[config.mk]
export PLATFORM = sky130hd
export DESIGN_NAME = cache_miss_arbiter
export DESIGN_NICKNAME = d
export VERILOG_FILES = /design/src/rtl/cache_arb_pkg.sv /design/src/rtl/arb_store_counter.sv /design/src/rtl/dff.sv /design/src/rtl/cache_miss_arbiter.sv
export SDC_FILE = /design/constraint.sdc
export NUM_CORES = 1
export LEC_CHECK = 0
export ABC_AREA = 1
export CORE_AREA = 2 2 70 72
export DETAILED_ROUTE_END_ITERATION = 7
export DIE_AREA = 0 0 72 74
export DONT_BUFFER_PORTS = 1
export GPL_TIMING_DRIVEN = 0
export PLACE_DENSITY = 0.77
export SETUP_SLACK_MARGIN = 0.5
export SYNTH_ARGS = -nofsm -noshare
export SYNTH_HDL_FRONTEND = slang
export SYNTH_SLANG_ARGS = --single-unit
[constraint.sdc]
create_clock -name i_clk -period 1.46 [get_ports i_clk]
set_clock_uncertainty 0.15 [all_clocks]
set_input_delay 0.219 -clock i_clk [delete_from_list [all_inputs] [get_ports i_clk]]
set_output_delay 0.219 -clock i_clk [all_outputs]
set_load 0.02 [all_outputs]
[src/rtl/cache_arb_pkg.sv]
// Shared encodings and default widths for the cache miss arbiter.
package cache_arb_pkg;

  localparam int unsigned ADDR_W_DEF = 16;
  localparam int unsigned DATA_W_DEF = 16;

  typedef enum logic [2:0] {
    StIdle  = 3'd0,
    StStore = 3'd1,
    StFillI = 3'd2,
    StFillD = 3'd3,
    StDrain = 3'd4
  } arb_state_e;

  localparam logic GRANT_I = 1'b0;
  localparam logic GRANT_D = 1'b1;

endpackage

[src/rtl/arb_store_counter.sv]
// Store occupancy down-counter: load at grant, flags first and last store cycles.
module arb_store_counter #(
  parameter int unsigned WRITE_CYCLES = 4
) (
  input  logic i_clk,
  input  logic i_rst,
  input  logic i_load,
  input  logic i_dec,
  output logic o_first,
  output logic o_done
);

  localparam int unsigned CntW = (WRITE_CYCLES > 1) ? $clog2(WRITE_CYCLES) : 1;
  localparam logic [CntW-1:0] LoadVal = CntW'(WRITE_CYCLES - 1);

  logic [CntW-1:0] w_cnt_q;
  logic [CntW-1:0] w_cnt_d;
  logic            w_en;

  always_comb begin
    w_cnt_d = w_cnt_q;
    if (i_load) begin
      w_cnt_d = LoadVal;
    end else if (w_cnt_q != '0) begin
      w_cnt_d = w_cnt_q - 1'b1;
    end
  end

  assign w_en = i_load | i_dec;

  dff #(
    .Width(CntW)
  ) u_cnt (
    .i_clk(i_clk),
    .i_rst(i_rst),
    .i_en (w_en),
    .i_d  (w_cnt_d),
    .o_q  (w_cnt_q)
  );

  assign o_first = (w_cnt_q == LoadVal);
  assign o_done  = (w_cnt_q == '0);

endmodule

[src/rtl/dff.sv]
// Plain enabled flop with synchronous active-high clear.
module dff #(
  parameter int unsigned Width = 1
) (
  input  logic             i_clk,
  input  logic             i_rst,
  input  logic             i_en,
  input  logic [Width-1:0] i_d,
  output logic [Width-1:0] o_q
);

  logic [Width-1:0] r_q;

  always_ff @(posedge i_clk) begin
    if (i_rst) begin
      r_q <= '0;
    end else if (i_en) begin
      r_q <= i_d;
    end
  end

  assign o_q = r_q;

endmodule

[src/rtl/cache_miss_arbiter.sv]
// Arbitrates I/D cache misses and write-through stores onto one fill FSM and one memory port.
module cache_miss_arbiter
  import cache_arb_pkg::*;
#(
  parameter int unsigned ADDR_W       = ADDR_W_DEF,
  parameter int unsigned DATA_W       = DATA_W_DEF,
  parameter int unsigned WRITE_CYCLES = 4
) (
  input  logic              i_clk,
  input  logic              i_rst_n,
  input  logic              i_icache_miss,
  input  logic [ADDR_W-1:0] i_icache_miss_addr,
  input  logic              i_dcache_miss,
  input  logic [ADDR_W-1:0] i_dcache_miss_addr,
  input  logic              i_st_req,
  input  logic [ADDR_W-1:0] i_st_addr,
  input  logic [DATA_W-1:0] i_st_data,
  output logic              o_st_ack,
  output logic              o_fill_miss_detected,
  output logic [ADDR_W-1:0] o_fill_miss_address,
  input  logic [ADDR_W-1:0] i_fill_mem_address,
  input  logic              i_fill_write_tag,
  output logic              o_mem_enable,
  output logic              o_mem_wr,
  output logic [ADDR_W-1:0] o_mem_addr,
  output logic [DATA_W-1:0] o_mem_data_in,
  output logic              o_icache_fill_sel,
  output logic              o_dcache_fill_sel,
  output logic              o_icache_stall,
  output logic              o_dcache_stall
);

  arb_state_e        r_state;
  arb_state_e        w_state_d;
  logic              r_last_grant;
  logic              r_first;
  logic [ADDR_W-1:0] r_addr;
  logic [DATA_W-1:0] r_data;

  logic              w_latch_en;
  logic [ADDR_W-1:0] w_addr_d;
  logic [DATA_W-1:0] w_data_d;
  logic              w_fill_grant;
  logic              w_fill_done;
  logic              w_cnt_load;
  logic              w_cnt_dec;
  logic              w_cnt_first;
  logic              w_cnt_done;
  logic              w_in_fill;
  logic              w_store_wr;

  arb_store_counter #(
    .WRITE_CYCLES(WRITE_CYCLES)
  ) u_store_cnt (
    .i_clk  (i_clk),
    .i_rst  (i_rst_n),
    .i_load (w_cnt_load),
    .i_dec  (w_cnt_dec),
    .o_first(w_cnt_first),
    .o_done (w_cnt_done)
  );

  always_ff @(posedge i_clk) begin
    if (i_rst_n) begin
      r_state      <= StIdle;
      r_last_grant <= GRANT_D;
      r_first      <= 1'b0;
      r_addr       <= '0;
      r_data       <= '0;
    end else begin
      r_state <= w_state_d;
      r_first <= w_fill_grant;
      if (w_latch_en) begin
        r_addr <= w_addr_d;
        r_data <= w_data_d;
      end
      if (w_fill_done) begin
        r_last_grant <= (r_state == StFillD) ? GRANT_D : GRANT_I;
      end
    end
  end

  always_comb begin
    w_state_d    = r_state;
    w_latch_en   = 1'b0;
    w_addr_d     = r_addr;
    w_data_d     = r_data;
    w_fill_grant = 1'b0;
    w_fill_done  = 1'b0;
    w_cnt_load   = 1'b0;
    unique case (r_state)
      StIdle: begin
        if (i_st_req) begin
          w_state_d  = StStore;
          w_latch_en = 1'b1;
          w_addr_d   = i_st_addr;
          w_data_d   = i_st_data;
          w_cnt_load = 1'b1;
        // On a tie the D side wins only if I was served last.
        end else if (i_dcache_miss && (!i_icache_miss || r_last_grant == GRANT_I)) begin
          w_state_d    = StFillD;
          w_latch_en   = 1'b1;
          w_addr_d     = i_dcache_miss_addr;
          w_fill_grant = 1'b1;
        end else if (i_icache_miss) begin
          w_state_d    = StFillI;
          w_latch_en   = 1'b1;
          w_addr_d     = i_icache_miss_addr;
          w_fill_grant = 1'b1;
        end
      end
      StStore: begin
        if (w_cnt_done) w_state_d = StIdle;
      end
      StFillI, StFillD: begin
        if (i_fill_write_tag) begin
          w_state_d   = StDrain;
          w_fill_done = 1'b1;
        end
      end
      StDrain: w_state_d = StIdle;
      default: w_state_d = StIdle;
    endcase
  end

  assign w_cnt_dec  = (r_state == StStore);
  assign w_in_fill  = (r_state == StFillI) || (r_state == StFillD);
  assign w_store_wr = (r_state == StStore) && w_cnt_first;

  always_comb begin
    o_st_ack             = (r_state == StStore) && w_cnt_done;
    o_fill_miss_detected = w_in_fill && r_first;
    o_fill_miss_address  = w_in_fill ? r_addr : '0;
    o_mem_enable         = w_store_wr || w_in_fill;
    o_mem_wr             = w_store_wr;
    o_mem_addr           = '0;
    o_mem_data_in        = '0;
    if (w_store_wr) begin
      o_mem_addr    = r_addr;
      o_mem_data_in = r_data;
    end else if (w_in_fill) begin
      o_mem_addr = i_fill_mem_address;
    end
    o_icache_fill_sel = (r_state == StFillI);
    o_dcache_fill_sel = (r_state == StFillD);
    o_icache_stall    = i_icache_miss || (r_state == StFillI);
    o_dcache_stall    = i_dcache_miss || (i_st_req && !o_st_ack) ||
                        (r_state == StFillD) || (r_state == StStore);
  end

endmodule

==> results of run 1 <==
## sequential cells by signal, indices dropped and copies added (netlist names)
signal	flops
u_store_cnt.u_cnt.o_q	2
r_data	16
r_addr	16
r_last_grant	1
r_first	1
r_state	3
## final timing paths
check	startpoint	end
max	r_state[2]	o_mem_addr[2]
min	i_st_addr[5]	r_addr[5]
max reg2reg	r_state[0]	r_addr[2]
min reg2reg	r_data[15]	r_data[15]
## layer usage
metal	global-route usage [%]	vias to the layer above	share of wire (%)
met5	0	-	0
met1	40.2	1555	33
met3	8.54	117	12
met2	66.0	352	47
met4	16.6	0	8.0
li1	-	1367	-
## final cells by class
class / count / area, µm²
Tap cell: 54 / 67.6
Fill cell: 107 / 188
Clock buffer: 7 / 76.3
Inverter: 53 / 224
Multi-Input combinational cell: 274 / 2310
Timing Repair Buffer: 60 / 682
Sequential cell: 39 / 790
Buffer: 23 / 264
## cells by family (layout without fill, tap and decap cells)
family,Yosys count,count (layout),share of synthesized area [%]
compound gates,97,97,22.5
fa+ha+maj,2,2,1.03
simple gates,175,175,30.1
flops,39,39,32.1
buf+inv,76,143,14.2
## power groups by stage
stage	sequential, µW	combinational, µW	clock [µW]
after floorplan	1510	1980	0
after global placement	1540	2280	0
after detailed placement	1550	2330	0
after CTS	1530	3380	704
after global routing	1620	5030	746
final	1620	4880	723
## Yosys cell counts, drive strengths merged
master,number
nor2,76
nand3b,2
ha,2
dfxtp,39
o21ai,32
nor3,1
a31oi,1
nand2,69
inv,53
nand3,27
buf,15
clkbuf,8
a21oi,64
## stage by stage
stage | TNS (ns) | instances
finish | -31.46 | 510
global route | -34.97 | 510
CTS | -21.18 | 495
detailed placement | -3.60 | 443
global placement | -3.33 | 443
floorplan | -0.519 | 389
## worst min-delay path: stages
cell	delay (ns)
nand2_1	0.06
nand2_4	0.08
nor2_4	0.03
nor2_1	0.08
## timing repair
item | CTS | global route
endpoints found under the hold margin | 24 | 0
pin swaps | 38 | 34
endpoints found under the setup margin | 95 | 95
hold buffers | 19 | 0
gates cloned | 7 | 2
buffers inserted | 19 | 13
gates resized for setup | 140 | 114
==> impl_results.md, run 1 <==
- Delay-heaviest family, CP: flip-flops
- CP Buf/Inv Count: 3
- Post-Syn Nets: roughly 480
- Worst-Skew Late Latency: slightly above 0.3 ns
- Routed len/inst: ~26 µm
- CTS tree: done
- Syn avg cell area: 6.24 µm²
- CTS root buffer: clkbuf_8
- Antenna Nets Post-Route: 0
- Largest net degree at the start of global routing: 12
- Post-DP HPWL: about 5.5 mm
- Cells after synthesis: 389
- Levels on crit path: 8
- Vias per cell: 6.65
- Die W: 72 µm
- Critical path's slowest cell: dfxtp_2
- Period utilization: 132%
- # setup viols final: 93
- Violated checks: setup timing
- Crit-path cells: inv_2, nand2_4, nor2_4, nand2_4, clkinv_8, buf_8, a21oi_4, a21oi_4
- Die Y: roughly 74 µm
- VDD IR max: 0.00123 V
- Core area: 4600 µm²
- Post-DP Area: 2760 µm²
- #FFs+latches synth: 39
- Hold Violations, Final: 0
- Largest area contributor in the netlist: dfxtp_1
- Slew HR: between 30% and 40%
- Vias in the first global route: 2959
- First-pass GRT wire length: 14.7 mm
- Buffers on Ports: 0
- WHS Path Cells: 4
- Core Util, Final: 95.9%
- Nets@finish: 544
- PD cells: ~1600 nW/µm²
- Final WL: 13.4 mm
- Final Cell Area: approximately 4400 µm²
- Pre-CTS WS: -0.198 ns
- Row count: 25
- Fin crit period: around 1.9 ns
- Yosys Warn Count: 0
- Layout area overhead: 81.6%
- Routed vias: 3391
- Gr ovfl total: 0
- Total GRT Usage: 36.2%
- Critical Path Source Type: flop
- CTS clk-pin slew, worst paths: 0.09 ns
- # diodes: 0
- Critical Path RT: around 1.1 ns
- Synth Cell Area: 2430 µm²
- Data arrival time of the critical path: 1.56 ns
- CTS Buf Count: 5
- Setup CP Type: reg2out
- NetSw: 3560 µW
- Share of cells above drive strength 1: 51.3%
- Register area share after synthesis: 32.1%
- Hold WS: 0.0435 ns
- Leak: 0.00168 µW
- Share of the synthesized area in the top cell type: about a third
- Total I/O pin count: ~140
- Total Power: ~7200 µW
- Initial antenna violation count: 0
- Worst setup margin: -0.471 ns
- GPL Wtd Cong: 0.863
- RSZ-0062 raised after global routing: yes
- DRT Pass-1 Iters: 6
- Synth cell types: 24
- Clk pwr share: 10.0%
- F_max: 0.518 GHz
- Commonest non-fill, non-tap cells in the layout: inv_1 (45), nand2_1 (43), nor2_4 (41)
- Initial drt markers: 332
- Reg2reg path depth: 10
- CTS H-tree lvls: 2
- Detailed-route DRC error count: 0
- Switching part of the total: 49.2%
- Clk sink count: 39
- Design internal power: 3670 µW
- Seq pwr share: 22.4%
- Max-cap viol count: 0
- Combinational power share: between 60% and 70%
- Tightest Hold Check Type: in2reg
- Initial Util: 52.8%
- R2R setup slack: -0.46 ns
- CP endpoint kind: primary output
- Slew Viols, Final: 0
- Area contributors post-synth: dfxtp_1 (32%), nor2_1 (11%), a21oi_1 (9.9%), nand2_1 (9.7%), inv_1 (7.6%)
- Largest stage delay, worst path: 0.35 ns
- Crit Path Max Fanout: 6
- Clock buffer depth: 2
- Worst-Margin Slew: 0.911 ns
- Outcome: finished, violations left
- Die area: 5330 µm²
- Leading cell type in the layout, fill and taps excluded: inv_1
(Power assumes the default switching activity.)
==> run 2: changes to the inputs <==
--- a/config.mk
+++ b/config.mk
@@ -11,8 +11,9 @@
 export DIE_AREA = 0 0 72 74
 export DONT_BUFFER_PORTS = 1
 export GPL_TIMING_DRIVEN = 0
+export HOLD_SLACK_MARGIN = 0.06
 export PLACE_DENSITY = 0.77
-export SETUP_SLACK_MARGIN = 0.5
+export SETUP_SLACK_MARGIN = 0.15
 export SYNTH_ARGS = -nofsm -noshare
 export SYNTH_HDL_FRONTEND = slang
 export SYNTH_SLANG_ARGS = --single-unit
==> run 2 against run 1 <==
  * The run still ends with setup timing left
  * Largest cell class unchanged
  * Total power decreased by 11%
  * Largest power group unchanged
  * Highest routed layer unchanged
  * Final area decreased by 3.2%
  * Maximum frequency increased by 2.6%
  * Clock-buffer cell count unchanged
  * Critical path type unchanged
  * Non-clock buffer count increased by 14
==> impl_results.md, run 2 (synthesis results as in run 1) <==
- Outcome: finished, violations left (unchanged)
- Violated checks: setup timing (unchanged)
- Largest registers: r_addr x16, r_data x16, r_state x3 (unchanged)
- Detailed-route DRC error count: 0 (unchanged)
- Post-DP HPWL: 5.36 mm (was 5.47 mm)
- Worst setup margin: -0.422 ns (was -0.471 ns)
- Post-DP Area: 2710 µm² (was 2760 µm²)
- Clock buffer depth: 2 (unchanged)
- Setup_tns: -18.84 ns (was -31.46 ns)
- Row count: 25 (unchanged)
- Initial Util: 52.8% (unchanged)
- Die W: 72 µm (unchanged)
- Slew Viols, Final: 0 (unchanged)
- Hold Violations, Final: 0 (unchanged)
- Share of cells above drive strength 1: 38.3% (was 51.3%)
- CTS tree: done (unchanged)
- First-pass GRT wire length: 13.8 mm (was 14.7 mm)
- Final Cell Area: 4270 µm² (was 4410 µm²)
- Largest stage delay, worst path: 0.42 ns (was 0.35 ns)
- Critical Path Source Type: flop (unchanged)
- CTS root buffer: clkbuf_8 (unchanged)
- Initial drt markers: 281 (was 332)
- Seq pwr share: 25.0% (was 22.4%)
- # diodes: 0 (unchanged)
- Crit-path cells: nand2_4, inv_4, buf_8, a21oi_1, a21oi_4 (was inv_2, nand2_4, nor2_4, nand2_4, clkinv_8, buf_8, a21oi_4, a21oi_4)
- Fillers: 159 (was 107)
- Leak: 0.00168 µW (about the same)
- Period utilization: 129% (was 132%)
- Fin crit period: 1.88 ns (was 1.93 ns)
- Buffers on Ports: 0 (unchanged)
- Largest net degree at the start of global routing: 12 (unchanged)
- Layout area overhead: 75.8% (was 81.6%)
- Antenna Nets Post-Route: 0 (unchanged)
- Routed vias: 3231 (was 3391)
- Crit Path Max Fanout: 10 (was 6)
- DRT Pass-1 Iters: 5 (was 6)
- VDD IR max: 0.000900 V (was 0.00123 V)
- Delay-heaviest family, CP: flip-flops (unchanged)
- Clk pwr share: 11.2% (was 10.0%)
- GPL Wtd Cong: 0.814 (was 0.863)
- Initial antenna violation count: 0 (unchanged)
- CP Buf/Inv Count: 2 (was 3)
- Die Y: 74 µm (unchanged)
- Tightest Hold Check Type: in2reg (unchanged)
- R2R setup slack: -0.24 ns (was -0.46 ns)
- NetSw: 3120 µW (was 3560 µW)
- Total GRT Usage: 33.4% (was 36.2%)
- Slew HR: 50.6% (was 39.3%)
- CP endpoint kind: primary output (unchanged)
- Total I/O pin count: 142 (unchanged)
- Gr ovfl total: 0 (unchanged)
- FF/Latch Area: 795 µm² (was 790 µm²)
- Multi-input gate area: 2060 µm² (was 2310 µm²)
- Commonest non-fill, non-tap cells in the layout: nand2_1 (57), inv_1 (44), dlygate4sd3_1 (43) (was inv_1 (45), nand2_1 (43), nor2_4 (41))
- RSZ-0062 raised after global routing: yes (unchanged)
- Final WL: 11.8 mm (was 13.4 mm)
- CTS Buf Count: 5 (unchanged)
- CTS clk-pin slew, worst paths: 0.08 ns (was 0.09 ns)
- Clk sink count: 39 (unchanged)
- Max-cap viol count: 0 (unchanged)
- Pre-CTS WS: -0.243 ns (was -0.198 ns)
- Worst-Margin Slew: 0.741 ns (was 0.911 ns)
- Core area: 4600 µm² (unchanged)
- Worst-Skew Late Latency: 0.30 ns (was 0.31 ns)
- Critical Path RT: 1.09 ns (about the same)
- Nets@finish: 559 (was 544)
- Vias in the first global route: 2816 (was 2959)
- Placed Cells: 443 (unchanged)
- Leading cell type in the layout, fill and taps excluded: nand2_1 (was inv_1)
- PD cells: 1500 nW/µm² (was 1640 nW/µm²)
- Vias per cell: 6.14 (was 6.65)
- Data arrival time of the critical path: 1.51 ns (was 1.56 ns)
- Combinational power share: 63.8% (was 67.6%)
- Design internal power: 3290 µW (was 3670 µW)
- Switching part of the total: 48.7% (was 49.2%)
- # setup viols final: 89 (was 93)
- Finished Layout Cells: 526 (was 510)
- Die area: 5330 µm² (unchanged)
- Critical path's slowest cell: dfxtp_4 (was dfxtp_2)
- CTS H-tree lvls: 2 (unchanged)
- Setup CP Type: reg2out (unchanged)
- Routed len/inst: 22.4 µm (was 26.2 µm)
- F_max: 0.531 GHz (was 0.518 GHz)
## run 2: changes by cell type in the layout (fill, tap and decap cells not counted), moves of 6 or more
cell and change:
a21oi_1 +20, buf_6 -8, dlygate4sd3_1 +24, a21oi_2 -12, a21oi_4 -8, nand2_2 -9
nor2_1 +6, nand2_1 +14, nor2_2 -7
## run 2: timing repair
action                     4_1_cts  5_1_grt
pin swaps                       13       22
setup endpoints to repair       92       92
gates cloned                     4        3
buffers inserted                12       13
hold endpoints to repair        37        0
hold buffers                    43        0
gates resized for setup        102       83
## run 2: area by class of cell
class	count	area share, %
buffer	23	5.60
tap	54	1.58
sequential	39	18.6
inverter	53	5.28
multi-input combinational	275	48.4
clock inverter	1	0.117
timing repair buffer	74	18.7
clock buffer	7	1.79
## run 2: power by group through the flow
| stage | sequential (µW) | combinational (µW) | clock [µW] |
|---|---|---|---|
| 2_1_floorplan | 1510 | 1880 | 0 |
| 3_3_place_gp | 1540 | 2180 | 0 |
| 3_5_place_dp | 1550 | 2240 | 0 |
| 4_1_cts | 1540 | 3090 | 703 |
| 5_1_grt | 1620 | 4260 | 740 |
| 6_report | 1600 | 4090 | 718 |
## run 2: worst paths after layout
check | end | from | cells after the start
worst max-delay path | o_mem_addr[10] | r_state[1] | 5
worst min-delay path | r_addr[15] | i_dcache_miss_addr[15] | 4
worst max register to register | r_addr[0] | r_state[2] | 8
worst min register to register | r_data[10] | r_data[10] | 2
## run 2: per-layer routing
metal / global-route usage [%] / wire (µm) / vias to the layer above
li1: - / - / 1399
met1: 36.6 / 3930 / 1507
met2: 64.4 / 6000 / 246
met3: 6.78 / 1150 / 79
met4: 11.3 / 675 / 0
met5: 0 / 0 / -
## run 2: per-stage QoR
stage | total power, µW | hold slack [ns] | utilization (%)
floorplan | 3380 | 0.134 | -
global placement | 3720 | 0.136 | 58.9
detailed placement | 3780 | 0.141 | 58.9
CTS | 5330 | 0.0620 | 82.5
global route | 6620 | 0.104 | 92.8
finish | 6410 | 0.0730 | 92.8
## run 2: worst reg2reg max path: stages (launching register included)
cell	delay, ns
dfxtp_2	0.35
buf_4	0.16
nor2_4	0.15
nand2_4	0.09
a21oi_4	0.24
buf_6	0.20
nand3_1	0.08
nand3_1	0.10
inv_1	0.07
==> variant, RTL diff (settings of run 2) <==
`DATA_W_DEF`: 16 -> 14.
--- a/src/rtl/cache_arb_pkg.sv
+++ b/src/rtl/cache_arb_pkg.sv
@@ -3,5 +3,5 @@
 
   localparam int unsigned ADDR_W_DEF = 16;
-  localparam int unsigned DATA_W_DEF = 16;
+  localparam int unsigned DATA_W_DEF = 14;
 
   typedef enum logic [2:0] {
Ports: changed (resized i_st_data and o_mem_data_in); port bits go from 142 to 138. No check against the original RTL was run, so the function may have changed too.
==> variant against run 2 <==
  * The run still ends with negative setup slack left
  * Register-to-register slack worse by 0.20 ns
  * Worst setup slack worse by 0.052 ns
  * Core utilization grew 2.3 points
  * Sequential power is 5% lower
  * Final area is 2.4% higher
  * Count of clock-buffer cells in the layout increased by 1
  * Hold slack got worse by 0.036 ns
  * Synthesized area is 0.72% lower
  * Total power grew 6.5%
  * Sequential cell count fell by 2
  * Via count is essentially flat
  * Routed wire length is 3.0% higher
  * Critical path type unchanged
  * Critical endpoint is now o_mem_addr[15]
  * Largest power group unchanged
  * Highest routed layer unchanged
==> variant: results (changes against run 2) <==
The total global-route track usage came out at 33.5% (about the same). The net count after synthesis came out at 471 (-1.3%). The fraction of final layout cells sized beyond drive strength 1 is 47.9% (+9.6 points). In the synthesized netlist, the cells that appear most often are 64 x nand2_1, 60 x nor2_1, 58 x inv_1. The largest registers in the layout are r_addr x16, r_data x14, r_state x3.

The setup-violating endpoint count in the final report came out at 88 (-1.1%). The placed wire-length estimate came out at 5290 microns (-1.3%). The critical-path maximum fanout is 7 (-3). The final reports fail on negative setup slack.

The reported leakage power came out at 1.71 nW (+1.6%). The number of DRC violations after detailed-routing iteration 0 came out at 232 (-17%). The maximum ir drop on the vdd rail is 1260 uV (+40%). The worst setup margin is -0.473 ns (-0.0516 ns). The arrival time of the worst setup path is 1.56 ns (+0.05 ns). The via count of the first global-routing pass came out at 2836 (+0.71%).

The global-route wire length before repair is 13800 microns (+0.15%). The worst slew margin relative to its limit is 51.8% (+1.2 points). The last weighted congestion value of the routability-driven placer came to 0.795 (-2.3%). The post-route met1 wirelength came out at 4180 microns (+6.4%).

The run finished, with violations left. The post-place instance area is 0.00261 sq mm (-3.7%). The met2 wirelength from detailed routing is 6080 microns (+1.3%). The synthesized-area fraction occupied by ao, oa, aoi and oai cells is 20.4% (-2.1 points). The routed wire length on met3 is 922 microns (-20%). The Yosys warning count is 0 (unchanged). After synthesis, the cell types taking the most area are dfxtp_1 31%, nand2_1 10%, nor2_1 9.3%.
==> variant: cell types whose count changed after synthesis, sizes merged, moves of 5 or more <==
| cell | delta |
|---|---|
| a21oi | -5 |
| nand3b | +5 |
| inv | +9 |
| nand3 | +10 |
| o21ai | -7 |
| nor2 | -12 |
==> variant: per-layer routing <==
layer | global-route usage (%) | vias up
met3 | 7.59 | 94
met2 | 63.1 | 249
li1 | - | 1358
met5 | 0 | -
met1 | 36.5 | 1528
met4 | 13.0 | 0
==> variant: worst max-delay path, stage by stage (launching register included) <==
cell	delay, ns
dfxtp_2	0.41
nand2_1	0.18
inv_2	0.13
buf_6	0.18
a21oi_1	0.13
a21oi_4	0.22
==> variant: cell families after synthesis <==
family                   Yosys count
flip-flops                        37
AND/OR/NAND/NOR                  177
AO/OA/AOI/OAI                     84
buffers and inverters             85
adder cells (fa/ha/maj)            2
==> variant: metrics by stage <==
stage	cells	TNS, ns	hold slack [ns]	util, %
4_1_cts	501	-18.45	0.0601	83.7
2_1_floorplan	385	-0.979	0.134	-
3_5_place_dp	439	-5.60	0.140	56.7
6_report	511	-27.14	0.0368	95.1
3_3_place_gp	439	-4.97	0.135	56.7
5_1_grt	511	-29.80	0.0607	95.1
==> variant: path summary, 6_finish.rpt <==
check           startpoint              to  slack (ns)  cells after the start
min reg2reg      r_data[6]       r_data[6]        0.38                      2
max             r_state[1]  o_mem_addr[15]       -0.47                      5
max reg2reg     r_state[0]      r_addr[14]       -0.44                      9
min          i_st_addr[11]      r_addr[11]        0.04                      4
==> variant: area by class of cell <==
cell class                 count  area [sq um]
multi-input combinational    263          2240
sequential                    37           749
timing repair buffer          64           729
inverter                      62           256
buffer                        23           243
fill                         122           225
clock buffer                   8          90.1
tap                           54          67.6
==> variant: report_power, final <==
group | internal [W] | switching, W
Combinational | 0.00169 | 0.00282
Clock | 0.000386 | 0.000406
Sequential | 0.00132 | 0.000205
Total | 0.00339 | 0.00343
==> variant: repair_timing <==
item | CTS | global route
hold endpoints to repair | 33 | 0
hold buffers | 35 | 0
resized for setup | 149 | 104
cloned | 5 | 1
setup buffers | 14 | 9
pin swaps | 32 | 33
setup endpoints to repair | 87 | 90
